### config.mk
export PLATFORM = sky130hd
export DESIGN_NAME = rr_arb4_flat
export DESIGN_NICKNAME = d
export VERILOG_FILES = /design/src/rtl/rr_arb4_if.sv /design/src/rtl/rr_arb4.sv /design/src/flat_wrapper.sv
export SDC_FILE = /design/constraint.sdc
export NUM_CORES = 1
export LEC_CHECK = 0
export ABC_CLOCK_PERIOD_IN_PS = 1850
export CAP_MARGIN = 20
export CORE_ASPECT_RATIO = 1.1
export CORE_MARGIN = 2
export CORE_UTILIZATION = 35
export CTS_CLUSTER_SIZE = 24
export DETAILED_ROUTE_END_ITERATION = 10
export GPL_TIMING_DRIVEN = 1
export MAX_ROUTING_LAYER = met4
export PLACE_DENSITY_LB_ADDON = 0.15
export SLEW_MARGIN = 20
export SYNTH_ARGS = -nofsm -noshare
export SYNTH_HDL_FRONTEND = slang
export SYNTH_SLANG_ARGS = --single-unit
### constraint.sdc
create_clock -name CLK -period 1.85 [get_ports CLK]
set_input_delay 0.37 -clock CLK [delete_from_list [all_inputs] [get_ports CLK]]
set_output_delay 0.37 -clock CLK [all_outputs]
set_load 0.005 [all_outputs]
### src/rtl/rr_arb4_if.sv
// Request/grant bundle between requesters (master) and the 4-way arbiter (slave).
interface rr_arb4_if;
    logic [3:0] REQ;
    logic [3:0] GNT;
    logic [1:0] GIDX;
    logic       BUSY;

    modport master (output REQ, input GNT, GIDX, BUSY);
    modport slave  (input REQ, output GNT, GIDX, BUSY);
endinterface

### src/rtl/rr_arb4.sv
// 4-way round-robin arbiter, grant held while owner requests; 1-cycle REQ->GNT, registered outputs.
// Optional hold-limit release compiled in with RR_ARB4_TIMEOUT_EN (MAX_HOLD cycles, then one idle cycle).
module rr_arb4 #(
    parameter int MAX_HOLD = 8
) (
    input  logic     CLK,
    input  logic     RST,
    rr_arb4_if.slave bus
);
`ifdef RR_ARB4_TIMEOUT_EN
    typedef enum logic [1:0] {IDLE = 2'd0, GRANT = 2'd1, RELEASE = 2'd2} state_t;
    localparam logic [3:0] HOLD_LAST = 4'(MAX_HOLD - 1);
    logic [3:0] hold_q;
`else
    typedef enum logic [1:0] {IDLE = 2'd0, GRANT = 2'd1} state_t;
`endif

    state_t     state_q;
    logic [1:0] ptr_q;
    logic [3:0] gnt_q;
    logic [1:0] gidx_q;
    logic       busy_q;

    logic [1:0] base;
    logic [1:0] win_idx;
    logic       win_vld;
    logic [3:0] win_oh;

    // On a handoff the departing owner becomes the pointer at the same edge,
    // so the search must already start from it rather than from ptr_q.
    always_comb begin
        base    = (state_q == GRANT) ? gidx_q : ptr_q;
        win_idx = base;
        for (int k = 4; k >= 1; k--) begin
            if (bus.REQ[base + 2'(k)]) win_idx = base + 2'(k);
        end
    end

    assign win_vld = |bus.REQ;
    assign win_oh  = 4'b0001 << win_idx;

    always_ff @(posedge CLK or posedge RST) begin
        if (RST) begin
            state_q <= IDLE;
            ptr_q   <= 2'b11;
            gnt_q   <= 4'b0000;
            gidx_q  <= 2'b00;
            busy_q  <= 1'b0;
`ifdef RR_ARB4_TIMEOUT_EN
            hold_q  <= 4'd0;
`endif
        end else begin
            case (state_q)
                GRANT: begin
                    if (!bus.REQ[gidx_q]) begin
                        ptr_q <= gidx_q;
                        if (win_vld) begin
                            gnt_q  <= win_oh;
                            gidx_q <= win_idx;
                            busy_q <= 1'b1;
`ifdef RR_ARB4_TIMEOUT_EN
                            hold_q <= 4'd0;
`endif
                        end else begin
                            state_q <= IDLE;
                            gnt_q   <= 4'b0000;
                            busy_q  <= 1'b0;
                        end
                    end
`ifdef RR_ARB4_TIMEOUT_EN
                    else if (hold_q == HOLD_LAST) begin
                        state_q <= RELEASE;
                        ptr_q   <= gidx_q;
                        gnt_q   <= 4'b0000;
                        busy_q  <= 1'b0;
                    end else begin
                        hold_q <= hold_q + 4'd1;
                    end
`endif
                end
                default: begin
                    if (win_vld) begin
                        state_q <= GRANT;
                        gnt_q   <= win_oh;
                        gidx_q  <= win_idx;
                        busy_q  <= 1'b1;
`ifdef RR_ARB4_TIMEOUT_EN
                        hold_q  <= 4'd0;
`endif
                    end else begin
                        state_q <= IDLE;
                        gnt_q   <= 4'b0000;
                        busy_q  <= 1'b0;
                    end
                end
            endcase
        end
    end

    assign bus.GNT  = gnt_q;
    assign bus.GIDX = gidx_q;
    assign bus.BUSY = busy_q;
endmodule

### src/flat_wrapper.sv
// flat-port wrapper written by rule: the top's interface ports become plain ports
module rr_arb4_flat 
#(
    parameter int MAX_HOLD = 8
)
  (CLK, RST, bus_REQ, bus_GNT, bus_GIDX, bus_BUSY);
  rr_arb4_if bus_i ();
  input  logic CLK;
  input  logic RST;
  input wire logic [$bits(bus_i.REQ)-1:0] bus_REQ;
  output wire logic [$bits(bus_i.GNT)-1:0] bus_GNT;
  output wire logic [$bits(bus_i.GIDX)-1:0] bus_GIDX;
  output wire logic [$bits(bus_i.BUSY)-1:0] bus_BUSY;
  assign bus_i.REQ = bus_REQ;
  assign bus_GNT = bus_i.GNT;
  assign bus_GIDX = bus_i.GIDX;
  assign bus_BUSY = bus_i.BUSY;
  rr_arb4 #(.MAX_HOLD(MAX_HOLD)) u_core (.CLK(CLK), .RST(RST), .bus(bus_i));
endmodule
Word-level counts from Yosys, hierarchy flattened

Index checks and enable logic that the tools add are counted.

Add/sub/neg operators: 3
$mul: 0
Div/mod/pow operators: 0
Magnitude comparators: 4
Eq/ne operators: 3
Shift operators: 1
Multiplexer cells: 25
Bitwise operators: 1
Reduce and logical (&&, ||, !) cells: 3

Operators with widths:

| kind                                                 | number |
|---|---|
| 2-to-1 mux 2 bit                                     | 10 |
| < comparator 2 x 3 -> 1 bit (second input constant)  | 4 |
| 2-to-1 mux 4 bit                                     | 3 |
| binary-select mux 1 bit (select 2 bit)               | 4 |
| 2-to-1 mux 1 bit                                     | 8 |
| adder 2 bit (second input constant)                  | 2 |
| != test 2 bit (second input constant)                | 2 |
| AND reduction 2 bit                                  | 2 |
| OR reduction 4 bit                                   | 1 |
| << shifter 1 x 2 -> 4 bit (first input constant)     | 1 |
| adder 2 x 1 -> 2 bit (second input constant)         | 1 |
| equality test 2 x 1 -> 1 bit (second input constant) | 1 |
| NOT 1 bit                                            | 1 |

Flip-flop bits (word level): 11
Latch bits: 0
Memory bits (writable): 0
Bits in read-only memories: 0
Input port bits: 6
Output and inout bits: 7
Word-level logic and storage cells: 45
Memories kept: 0

Logic depth before layout (Yosys ltp)

Depth in word-level cells: 12
Gate-level depth with buffers: 4

Least setup slack after synthesis

No wires, ideal clock.

Path type: register to register
Start: reg u_core.gidx_q[0], in the netlist u_core.bus.GIDX[0]
End: reg u_core.gidx_q[1], in the netlist u_core.bus.GIDX[1]
Library setup time: 125 ps
Arrival time: 1,595 ps
Required time: 1,725 ps
Setup slack: 130 ps
Cell stages (with the launch flop): 5
Path buffers: 0
Clock period less this slack: 1,720 ps
Path through: dfrtp_1 -> mux4_2 -> and2_4 -> a21oi_4 -> mux2_2

Longest elaborated chain between the ends: 10

RTL lines:

| what                                   | line                         | source |
|---|---|---|
| from (decl)                            | rr_arb4.sv:21                | `logic [1:0] gidx_q;` |
| from (signal assigned)                 | rr_arb4.sv:59                | `gidx_q <= win_idx;` |
| from (signal assigned)                 | rr_arb4.sv:85                | `gidx_q <= win_idx;` |
| 2-to-1 mux 2 bit                       | rr_arb4.sv:32                | `base = (state_q == GRANT) ? gidx_q : ptr_q;` |
| adder 2 bit                            | rr_arb4.sv:35                | `if (bus.REQ[base + 2'(k)]) win_idx = base + 2'(k);` |
| binary-select mux 1 bit (select 2 bit) | rr_arb4.sv:35                |  |
| 2-to-1 mux 1 bit (not written as such) | rr_arb4.sv:35                |  |
| 2-to-1 mux 2 bit (3 in series)         | rr_arb4.sv:35                |  |
| 2-to-1 mux 2 bit                       | rr_arb4.sv:57, rr_arb4.sv:82 |  |
| 2-to-1 mux 2 bit                       | rr_arb4.sv:55                | `if (!bus.REQ[gidx_q]) begin` |
| 2-to-1 mux 2 bit                       | rr_arb4.sv:53                | `case (state_q)` |

Several ways; a longest one is shown, not always the timed one. The select of a mux whose other input is x is not followed.
A chain may end at the register's enable or synchronous reset.

Final worst setup path

Start: in bus_REQ[3]
End: reg u_core.gidx_q[1], in the netlist u_core.bus.GIDX[1]

Longest elaborated chain between the ends: 8

RTL lines:

| what                                   | line                         | source |
|---|---|---|
| from (decl)                            | flat_wrapper.sv:10           | `input wire logic [$bits(bus_i.REQ)-1:0] bus_REQ;` |
| binary-select mux 1 bit (select 2 bit) | rr_arb4.sv:35                |  |
| 2-to-1 mux 1 bit (not written as such) | rr_arb4.sv:35                |  |
| 2-to-1 mux 2 bit (3 in series)         | rr_arb4.sv:35                |  |
| 2-to-1 mux 2 bit                       | rr_arb4.sv:57, rr_arb4.sv:82 |  |
| 2-to-1 mux 2 bit                       | rr_arb4.sv:55                |  |
| 2-to-1 mux 2 bit                       | rr_arb4.sv:53                |  |

Several ways; a longest one is shown, not always the timed one. The select of a mux whose other input is x is not followed.

==> flow_summary.toml <==
[status]
status = "finished, final reports clean"

[clock_tree]
root_buffer = "clkbuf_4"
holdBufCountCts = 0
cts_setup_buffers = 0
clk_pin_slew_worst_paths_ns = 0.06
cts-resized-gates = 0
cts_buffers = 3
cts_tree = "done"
cts.htree.levels = 1
cts_buffer_depth = 2
clock-sinks = 10
clock_latency_ns = 0.26

[yosys]
synthTopCellsByArea = "dfrtp_1, dfstp_2, mux2_2, mux4_2, nand2_1"
yosysTopAreaCell = "dfrtp_1"
avgSynthCellArea_um2 = 11.9
syn-cell-area_um2 = 547
synth.distinct_cells = 23
syn_inst = 46
synth_top_area_share_pct = 36.6
syn-num-nets = 52
synth_warnings = 0
synth_seq_cells = 10
yosysSeqAreaShare_pct = 46.2

[flow_run]
max-cap-violations = 0

[final_layout]
drive_gt1_share_pct = 38.4
areaGrowthSynthToFinish_pct = 48.3
diodes = 0
fill_cells = 135
num-nets-final = 80

[routing]
wl_per_cell_um = 13.2
ant_nets = 0
vias_per_cell = 5.25
drt-pass1-iter-count = 3
vias = 467
drtIter0Drc = 1
drc = 0
wirelength_um = 1170

[setup_path]
cp_num_buf_inv = 1
crit_arrival_ns = 1.91
crit_chain = "clkdlybuf4s50_1 -> mux4_2 -> and2_4 -> a21oi_4 -> mux2_2"
critPathLaunchType = "primary input"
r2r_slack_ns = 0.12
worstSetupPathType = "primary input to register"
crit_slowest_cell = "mux4_2"
end_kind = "register"
cp_max_fo = 2
cpPeakStageDelay_ns = 0.49
required_ns = 2.00
crit_family = "multiplexers"

[placement]
gp_congestion = 0.742
port_buffers = 12
place_hpwl_um = 927

[power_and_ir_drop]
switching_share_pct = 33.5
finalPower_mw = 1.22
seqPwrFrac_pct = 31.7
p_switching_uw = 407
power.clock.fraction_pct = 12.6
p_comb_share_pct = 55.8
power_density_nw_per_um2 = 1500
p_leak_nw = 0.345
power.internal_uw = 810
irDropWorstVdd_mv = 0.690

[timing]
skew_ns = 0.00297
rsz0062_at_grt = "false"
post-route-period-util_pct = 95.3
max_slew.worst_pin.slew_ns = 0.363
max_freq_mhz = 567
slew_viol_final = 0
hold_viol_final = 0
period_minus_slack_ns = 1.76
finalSetupViolCount = 0
whs_ns = 0.371
relSlewSlack_pct = 75.6

[die]
coreArea_um2 = 1420
die_area_um2 = 1890
placementRows = 14
fp.dieH_um = 45.5
start_util_pct = 38.5
io_pins = 13
die_w_um = 41.7

[global_routing]
antenna_found_initial = 0
grt_max_degree = 11
grt_usage_pct = 15.3
grt_pass1_vias = 475
grt_pass1_wl_um = 2040
gr-total-overflow = 0

[hold_path]
hp-class = "primary input to async pin"
==> state kept, by name (all words and copies together) (netlist names) <==
| register | count |
|---|---|
| u_core.bus.BUSY | 1 |
| u_core.ptr_q | 2 |
| u_core.bus.GIDX | 2 |
| u_core.bus.GNT | 4 |
| u_core.state_q | 1 |
==> synthesized netlist by cell type <==
| cell type | instances |
|---|---|
| inv_1 | 3 |
| nor2_1 | 3 |
| dfrtp_1 | 8 |
| and2_4 | 1 |
| nor4_4 | 1 |
| mux2i_1 | 1 |
| mux2_2 | 3 |
| o31ai_1 | 3 |
| a21oi_4 | 1 |
| mux2i_2 | 1 |
| nor3b_2 | 1 |
| a21oi_1 | 2 |
| and3_4 | 1 |
| nand2_1 | 6 |
| o32ai_1 | 1 |
| nor3b_1 | 1 |
| dfstp_2 | 2 |
| a32o_1 | 2 |
| o21a_1 | 1 |
| o31a_1 | 1 |
| mux4_2 | 1 |
| nand2b_1 | 1 |
| a21boi_0 | 1 |
==> placed cells by master (no fill, tap or decap), types with 2 or more instances in the layout <==
| cell type | n |
|---|---|
| buf_4 | 11 |
| a21oi_1 | 2 |
| dfstp_2 | 2 |
| dfrtp_1 | 8 |
| nor2_1 | 3 |
| mux2i_2 | 2 |
| a32o_1 | 2 |
| clkdlybuf4s50_1 | 12 |
| inv_1 | 3 |
| nand2_1 | 6 |
| clkbuf_4 | 3 |
| o31ai_1 | 3 |
| mux2_2 | 3 |
==> final timing paths <==
| check | cells past startpoint | from | end |
|---|---|---|---|
| max in group asynchronous | 2 | RST | u_core.ptr_q[0] |
| worst min-delay path | 2 | RST | u_core.state_q[0] |
| worst min register to register | 2 | u_core.bus.GNT[3] | u_core.bus.GNT[3] |
| worst max-delay path | 5 | bus_REQ[3] | u_core.bus.GIDX[1] |
| min in group CLK | 2 | u_core.bus.GNT[3] | u_core.bus.GNT[3] |
| worst max register to register | 4 | u_core.bus.GIDX[0] | u_core.bus.GIDX[1] |
==> power groups by stage <==
stage | registers, mW | logic, mW | clock network, mW
CTS | 0.382 | 0.665 | 0.164
global route | 0.399 | 0.738 | 0.173
floorplan | 0.381 | 0.364 | 0
finish | 0.386 | 0.679 | 0.153
global placement | 0.386 | 0.653 | 0
detailed placement | 0.387 | 0.662 | 0
==> per-stage QoR <==
step | instances | TNS [ns] | util [%] | setup WS (ns) | cell area [µm²]
after CTS | 89 | 0 | 56.1 | 0.0884 | 796
after global routing | 89 | 0 | 57.1 | 0.00223 | 811
after floorplan | 46 | 0 | - | 0.130 | 547
after global placement | 85 | -0.796 | 54.2 | -0.178 | 769
after detailed placement | 85 | -0.858 | 54.2 | -0.188 | 769
final | 89 | 0 | 57.1 | 0.0863 | 811
==> cell type report <==
cell class / instances / area, µm² / share of cell area, %
Multi-Input combinational cell: 33 / 298 / 36.7
Sequential cell: 10 / 253 / 31.2
Timing Repair Buffer: 23 / 203 / 25.0
Clock buffer: 4 / 26.3 / 3.24
Tap cell: 16 / 20.0 / 2.47
Inverter: 3 / 11.3 / 1.39
==> layer usage <==
layer	routed length (µm)	global-route usage, %	vias to the layer above
li1	-	-	227
met1	532	17.5	226
met2	549	24.1	11
met3	62	3.97	3
met4	28	9.68	0
met5	0	-	-
==> cell families (layout without fill, tap and decap cells) <==
family	Yosys count	count (layout)	share of synthesized area [%]
simple gates	15	15	18.5
compound gates	12	12	18.5
flops	10	10	46.2
mux	6	6	14.6
buf+inv	3	30	2.06
No activity file was read; power rests on OpenSTA's default activity.
